<file path="src/rtl/rom_read_arbiter.sv">
// Two-client round-robin arbiter and read sequencer for a shared synchronous ROM.
// One read is outstanding at a time. The granted client gets a gnt pulse, then an rvalid pulse.
module rom_read_arbiter #(
  parameter int DATA_WIDTH    = 16,
  parameter int ADDRESS_WIDTH = 8,
  parameter int ROM_LATENCY   = 1   // legal range 1..4
) (
  input  logic                     clk,
  input  logic                     rst,
  input  logic                     req0,
  input  logic [ADDRESS_WIDTH-1:0] addr0,
  input  logic                     req1,
  input  logic [ADDRESS_WIDTH-1:0] addr1,
  output logic                     gnt0,
  output logic                     gnt1,
  output logic                     rvalid0,
  output logic                     rvalid1,
  output logic [DATA_WIDTH-1:0]    rdata,
  output logic                     busy,
  output logic                     rom_ce,
  output logic                     rom_rd_en,
  output logic [ADDRESS_WIDTH-1:0] rom_addr,
  input  logic [DATA_WIDTH-1:0]    rom_data
);

  typedef enum logic [1:0] {
    IDLE  = 2'd0,
    ISSUE = 2'd1,
    WAIT  = 2'd2,
    DONE  = 2'd3
  } state_t;

  localparam logic [1:0] WAIT_LOAD = 2'(ROM_LATENCY - 1);

  state_t                   state_r, state_s;
  logic                     ptr_r, ptr_s;        // 0: client 0 wins a tie
  logic                     client_r, client_s;
  logic [1:0]               cnt_r, cnt_s;
  logic                     gnt0_r, gnt0_s, gnt1_r, gnt1_s;
  logic                     rvalid0_r, rvalid0_s, rvalid1_r, rvalid1_s;
  logic [DATA_WIDTH-1:0]    rdata_r, rdata_s;
  logic                     busy_r, busy_s;
  logic                     rom_ce_r, rom_ce_s, rom_rd_en_r, rom_rd_en_s;
  logic [ADDRESS_WIDTH-1:0] rom_addr_r, rom_addr_s;
  logic                     pick_s;

  // Next-state and next-output logic; every output is registered below.
  always_comb begin
    state_s     = state_r;
    ptr_s       = ptr_r;
    client_s    = client_r;
    cnt_s       = cnt_r;
    gnt0_s      = 1'b0;
    gnt1_s      = 1'b0;
    rvalid0_s   = 1'b0;
    rvalid1_s   = 1'b0;
    rdata_s     = rdata_r;
    rom_ce_s    = 1'b0;
    rom_rd_en_s = 1'b1;
    rom_addr_s  = rom_addr_r;
    pick_s      = 1'b0;
    case (state_r)
      IDLE: begin
        if (req0 || req1) begin
          if (req0 && req1) begin
            pick_s = ptr_r;
            ptr_s  = ~ptr_r;
          end else begin
            pick_s = req1;
            ptr_s  = ptr_r;
          end
          client_s    = pick_s;
          rom_addr_s  = pick_s ? addr1 : addr0;
          rom_ce_s    = 1'b1;
          rom_rd_en_s = 1'b0;
          gnt0_s      = ~pick_s;
          gnt1_s      = pick_s;
          state_s     = ISSUE;
        end else begin
          state_s = IDLE;
        end
      end
      ISSUE: begin
        cnt_s   = WAIT_LOAD;
        state_s = WAIT;
      end
      WAIT: begin
        if (cnt_r != 2'd0) begin
          cnt_s = cnt_r - 2'd1;
        end else begin
          rdata_s   = rom_data;
          rvalid0_s = ~client_r;
          rvalid1_s = client_r;
          state_s   = DONE;
        end
      end
      DONE: begin
        state_s = IDLE;
      end
      default: begin
        state_s = IDLE;
      end
    endcase
    busy_s = (state_s != IDLE);
  end

  // State and output registers; reset abandons any read in flight.
  always_ff @(posedge clk) begin
    if (rst) begin
      state_r     <= IDLE;
      ptr_r       <= 1'b0;
      client_r    <= 1'b0;
      cnt_r       <= 2'd0;
      gnt0_r      <= 1'b0;
      gnt1_r      <= 1'b0;
      rvalid0_r   <= 1'b0;
      rvalid1_r   <= 1'b0;
      rdata_r     <= {DATA_WIDTH{1'b0}};
      busy_r      <= 1'b0;
      rom_ce_r    <= 1'b0;
      rom_rd_en_r <= 1'b1;
      rom_addr_r  <= {ADDRESS_WIDTH{1'b0}};
    end else begin
      state_r     <= state_s;
      ptr_r       <= ptr_s;
      client_r    <= client_s;
      cnt_r       <= cnt_s;
      gnt0_r      <= gnt0_s;
      gnt1_r      <= gnt1_s;
      rvalid0_r   <= rvalid0_s;
      rvalid1_r   <= rvalid1_s;
      rdata_r     <= rdata_s;
      busy_r      <= busy_s;
      rom_ce_r    <= rom_ce_s;
      rom_rd_en_r <= rom_rd_en_s;
      rom_addr_r  <= rom_addr_s;
    end
  end

  assign gnt0      = gnt0_r;
  assign gnt1      = gnt1_r;
  assign rvalid0   = rvalid0_r;
  assign rvalid1   = rvalid1_r;
  assign rdata     = rdata_r;
  assign busy      = busy_r;
  assign rom_ce    = rom_ce_r;
  assign rom_rd_en = rom_rd_en_r;
  assign rom_addr  = rom_addr_r;

endmodule

</file>
<file path="config.mk">
export PLATFORM = sky130hd
export DESIGN_NAME = rom_read_arbiter
export DESIGN_NICKNAME = d
export VERILOG_FILES = /design/src/rtl/rom_read_arbiter.sv
export SDC_FILE = /design/constraint.sdc
export NUM_CORES = 1
export LEC_CHECK = 0
export ABC_CLOCK_PERIOD_IN_PS = 1600
export BUFFER_PORTS_ARGS = -buffer_cell sky130_fd_sc_hd__buf_2
export CAP_MARGIN = 25
export CORE_ASPECT_RATIO = 0.9
export CORE_MARGIN = 8
export CORE_UTILIZATION = 45
export DETAILED_ROUTE_END_ITERATION = 10
export PLACE_DENSITY = 0.77
export RECOVER_POWER = 25
export SLEW_MARGIN = 20
export SYNTH_ARGS = -nofsm -noshare
export SYNTH_HDL_FRONTEND = slang
export SYNTH_SLANG_ARGS = --single-unit
</file>
<file path="constraint.sdc">
create_clock -name clk -period 1.6 [get_ports clk]
set_clock_uncertainty 0.2 [all_clocks]
set_input_delay 0.48 -clock clk [delete_from_list [all_inputs] [get_ports clk]]
set_output_delay 0.48 -clock clk [all_outputs]
set_load 0.03 [all_outputs]
</file>
## After elaboration in Yosys (flattened, before gate mapping)

Index checks and enable logic that the tools add are counted.

| word-level totals | value |
|---|---|
| output and inout bits | 31 |
| flip-flop bits (word level) | 37 |

| cells by class | value |
|---|---|
| add/subtract/negate cells | 1 |
| reduce and logical (&&, ||, !) cells | 13 |
| equality and inequality tests | 4 |
| bitwise logic cells | 7 |
| multiplexer cells | 11 |

Operator list:

| operator | count |
|---|---|
| 8-bit 2-to-1 mux | 1 |
| 2-bit one-hot mux with 4 select lines | 1 |
| 1-bit inverter | 7 |
| 1-bit 2-to-1 mux | 6 |
| 2-bit AND reduction | 3 |
| 2-bit nonzero test | 3 |
| 3-bit OR reduction | 2 |
| 2-bit == test (second input constant) | 2 |
| 2-bit 2-to-1 mux | 2 |
| 2-bit one-hot mux with 2 select lines | 1 |
| 3-bit AND reduction | 1 |
| 2-bit by 1-bit == test with 1-bit output (second input constant) | 1 |
| 2-bit logical NOT | 1 |
| 2-bit inequality test (second input constant) | 1 |
| 2-bit OR reduction | 1 |
| 2-bit by 1-bit subtractor with 2-bit output (second input constant) | 1 |
| 1-bit logical AND | 1 |
| 1-bit logical OR | 1 |

## Logic depth before layout (Yosys ltp)

| depth | value |
|---|---|
| depth in word-level cells | 5 |
| mapped depth | 7 |
| depth with buffers taken out | 5 |

## Least setup slack after synthesis

No wires, ideal clock.

| path | value |
|---|---|
| kind | reg2reg |
| start | reg state_r[0] |
| end | reg rdata_r[15], in the netlist rdata[15] |
| required time | 1.330 ns |
| path slack | 0.112 ns |
| arrival time | 1.217 ns |
| cell stages (with the launch flop) | 7 |
| cells stage by stage | dfxtp_1 > inv_1 > ha_1 > nand2_1 > buf_2 > nand2_1 > a21oi_1 |

| on the way | value |
|---|---|
| cells in the longest elaborated chain, start to end | 2 |

Ends and longest elaborated chain:

| element | line | source |
|---|---|---|
| from (decl) | 35 | `state_t state_r, state_s;` |
| from (signal assigned) | 124 | `state_r <= state_s;` |
| 2-bit == test | 62 | `case (state_r)` |
| 2-bit AND reduction (no line) | -- |  |
| to (signal assigned) | 118 | `rdata_r <= {DATA_WIDTH{1'b0}};` |
| to (signal assigned) | 132 | `rdata_r <= rdata_s;` |
| to (decl) | 41 | `logic [DATA_WIDTH-1:0] rdata_r, rdata_s;` |

No other way between the ends.
A chain may end at the register's enable or synchronous reset.

## Final worst setup path

| path | value |
|---|---|
| start | reg gnt1_r, in the netlist gnt1 |
| end | out gnt1 |

RTL lines:

| element | line | source |
|---|---|---|
| from (decl) | 39 | `logic gnt0_r, gnt0_s, gnt1_r, gnt1_s;` |
| from (signal assigned) | 129 | `gnt1_r <= gnt1_s;` |
| to (decl) | 15 | `output logic gnt1,` |

No word-level cell between the ends.

==> summary.md <==
| Metric | Value |
|---|---|
| Run status | finished clean |
| Combinational family with the most area after synthesis | simple AND/OR/NAND/NOR gates |
| Clock tree from TritonCTS | built |
| Power density relative to cell area | 1320 mW/mm2 |
| Worst slew margin | 0.848 |
| Number of instances in the synthesized netlist | 169 |
| Worst Tran Pin Value | 0.225 ns |
| Post-synthesis simple-gate area fraction | 0.197 |
| CP Max Fanout | 1 |
| First DRT Iteration DRCs | 103 |
| Clock Path Buffers | 2 |
| Post-synthesis average cell area | 8.56 um2 |
| Aggregate global routing overflow | 0 |
| Min Tclk post-route | 1.55 ns |
| Post-route DRC | 0 |
| Number of endpoints with negative hold slack in the final report | 0 |
| Hold Worst Slack | 0.171 ns |
| Total standard cell area after synthesis | 0.00145 mm2 |
| Die Y | 69.8 um |
| Share of cells above drive strength 1 | 0.385 |
| Global-route wire length before repair | 5780 um |
| Std cell rows | 19 |
| Antenna fix cells | 0 |
| Number of H-tree branching levels | 2 |
| Peak supply drop | 0.922 mV |
| Delay-heaviest family, CP | flip-flops |
| Total area of sequential cells | 744 um2 |
| Chip Width | 75.8 um |
| Number of I/O pins | 67 |
| Num CTS Buffers | 5 |
| Count of max-cap constraint violations | 0 |
| Non-Filler Cell Area, Final | 0.00204 mm2 |
| Data arrival at the endpoint of the critical path | 0.87 ns |
| Adder and majority gate portion of the synthesized area | 0.0433 |
| Number of distinct library cells after synthesis | 22 |
| Total placed instance area | 0.00186 mm2 |
| Mux contribution to synthesized area | 0 |
| Clock sink count | 37 |
| Average wire per standard cell | 13.4 um |
| Detailed Place HPWL | 2740 um |
| Critical-path cell list | buf_2 |
| Number of inserted filler cells in the final layout | 255 |
| Area taken by multi-input logic gates | 638 um2 |
| Critical path buffers and inverters | 1 |
| Fraction of synthesized cell area in xor and xnor cells | 0.00606 |
| Critical path endpoint category | output port |
| Total Power | 2.70 mW |
| Number of logic stages on the critical path including buffering | 1 |
| Layout overhead on the synthesized area | 41.3% |
| Number of antenna violations at the first check in global routing | 0 |
| Startpoint class of the critical path | flip-flop |
| Final setup violating endpoints | 0 |
| Top library cells by usage in the layout, fill and taps aside | 46 x sky130_fd_sc_hd__buf_2, 34 x sky130_fd_sc_hd__nand2_1, 34 x sky130_fd_sc_hd__dfxtp_1 |
| Worst path slowest cell | sky130_fd_sc_hd__dfxtp_1 |
| Critical path's largest stage delay | 0.34 ns |
| Timing-limited maximum frequency | 645 MHz |
| Number of iterations in the first detailed-routing pass | 4 |
| Path type of the worst setup path | flip-flop to output port |
| Slew Viols, Final | 0 |
| Post-synthesis compound-gate area fraction | 0.183 |
| DP Worst Slack | 0.0687 ns |
| Area of the die | 0.00529 mm2 |
| Average vias per placed instance | 4.91 |
| Number of nets with antenna violations after routing | 0 |
| Wirelength, routed | 3830 um |
| Crit path setup slack, layout | 0.0488 ns |
| Vias in the first global route | 1,310 |
| Root Buffer | sky130_fd_sc_hd__clkbuf_4 |
| Clk slew on worst S/H paths | 0.11 ns |
| Pin count of the biggest net entering global routing | 18 |
| GPL Wtd Cong | 0.871 |
| IO Port Bufs | 66 |
| Core Area | 0.00307 mm2 |
| Required time of the critical path | 0.92 ns |
| Total number of yosys warnings | 0 |
| Depth of the worst register-to-register path | 5 |
| Mapped Nets | 210 |
| Commonest non-fill, non-tap cell in the layout | sky130_fd_sc_hd__buf_2 |
| Number of vias in the routed layout | 1,405 |
| Leak | 0.918 nW |
| Sequential share of the synthesized area | 0.512 |
| Number of nets in the layout | 284 |
| GRT Overall Usage | 0.137 |
| Clock latency of the later-clocked register in the worst-skew pair | 0.34 ns |
| Worst min path class | primary input to flip-flop |
| Worst hold path cell count | 3 |
| Core occupancy in the finished layout | 0.667 |
| Ratio of final minimum period to clock period | 0.969 |
| Initial cell density of the core | 0.472 |
| Number of synthesized register bits | 37 |
==> kinds of logic (layout without fill, tap and decap cells) <==
logic type / Yosys count / after routing
simple gates: 65 / 65
xor+xnor: 1 / 1
buf+inv: 17 / 91
compound gates: 44 / 45
flops: 37 / 37
fa+ha+maj: 5 / 5
==> path summary, 6_finish.rpt <==
kind                             startpoint           to  slack, ns
worst max-delay path                   gnt1         gnt1       0.05
worst min-delay path            rom_data[6]     rdata[6]       0.17
worst max register to register   state_r[0]  rom_addr[4]       0.10
worst min register to register     rdata[2]     rdata[2]       0.26
==> report_power, final <==
group	switching, mW	total [mW]	internal [mW]
logic	0.501	0.823	0.323
registers	0.0542	1.09	1.04
clock network	0.298	0.781	0.484
total	0.853	2.70	1.85
==> what timing repair did <==
| item | 4_1_cts | 5_1_grt |
|---|---|---|
| hold buffers | 0 | 0 |
| hold endpoints to repair | 0 | 0 |
| buffers inserted | 0 | 1 |
| resized for setup | 0 | 43 |
| setup endpoints to repair | 0 | 42 |
==> metal layers <==
layer,vias to the layer above,global-route usage,share of wire
met3,4,0.0665,0.087
met1,633,0.157,0.40
met5,-,0,0
met4,0,0.0405,0.0081
met2,42,0.214,0.50
li1,726,-,-
==> registers in the layout, indices dropped and copies added, names as in the netlist <==
signal	count
rdata	16
rvalid1	1
rom_rd_en	1
client_r	1
gnt0	1
rvalid0	1
rom_ce	1
cnt_r	2
ptr_r	1
gnt1	1
rom_addr	8
busy	1
state_r	2
==> metrics by stage <==
| stage | setup TNS (ns) | cells |
|---|---|---|
| after floorplan | 0 | 169 |
| after global placement | 0 | 276 |
| after detailed placement | 0 | 276 |
| after CTS | 0 | 284 |
| after global routing | -0.000953 | 286 |
| final | 0 | 286 |
==> cell type report <==
| class | instances | share of cell area |
|---|---|---|
| Clock inverter | 3 | 0.0318 |
| Sequential cell | 37 | 0.364 |
| Inverter | 7 | 0.0129 |
| Timing Repair Buffer | 76 | 0.235 |
| Tap cell | 42 | 0.0257 |
| Multi-Input combinational cell | 116 | 0.312 |
| Clock buffer | 5 | 0.0184 |
==> cells in the mapped netlist <==
cell	count	area share
sky130_fd_sc_hd__o21ba_2	1	0.0069
sky130_fd_sc_hd__and2b_2	1	0.0061
sky130_fd_sc_hd__nor2b_1	2	0.0086
sky130_fd_sc_hd__nand2b_1	2	0.0086
sky130_fd_sc_hd__clkbuf_1	4	0.010
sky130_fd_sc_hd__o21a_4	1	0.010
sky130_fd_sc_hd__dfxtp_1	37	0.51
sky130_fd_sc_hd__inv_1	7	0.018
sky130_fd_sc_hd__nor3_1	2	0.0069
sky130_fd_sc_hd__nand3_1	11	0.038
sky130_fd_sc_hd__a311oi_1	8	0.048
sky130_fd_sc_hd__ha_1	5	0.043
sky130_fd_sc_hd__nor2_1	10	0.026
sky130_fd_sc_hd__nor3b_1	1	0.0052
sky130_fd_sc_hd__nand3b_1	1	0.0052
sky130_fd_sc_hd__buf_2	4	0.014
sky130_fd_sc_hd__buf_6	2	0.016
sky130_fd_sc_hd__a21oi_1	20	0.069
sky130_fd_sc_hd__and2_1	1	0.0043
sky130_fd_sc_hd__nand2_1	34	0.088
sky130_fd_sc_hd__o21ai_0	14	0.048
sky130_fd_sc_hd__xor2_1	1	0.0061
==> worst min-delay path, cell delays in order <==
cell and delay (ns):
sky130_fd_sc_hd__buf_2 0.09, sky130_fd_sc_hd__nand2_1 0.04, sky130_fd_sc_hd__a21oi_1 0.05
No activity file was read; power rests on OpenSTA's default activity.
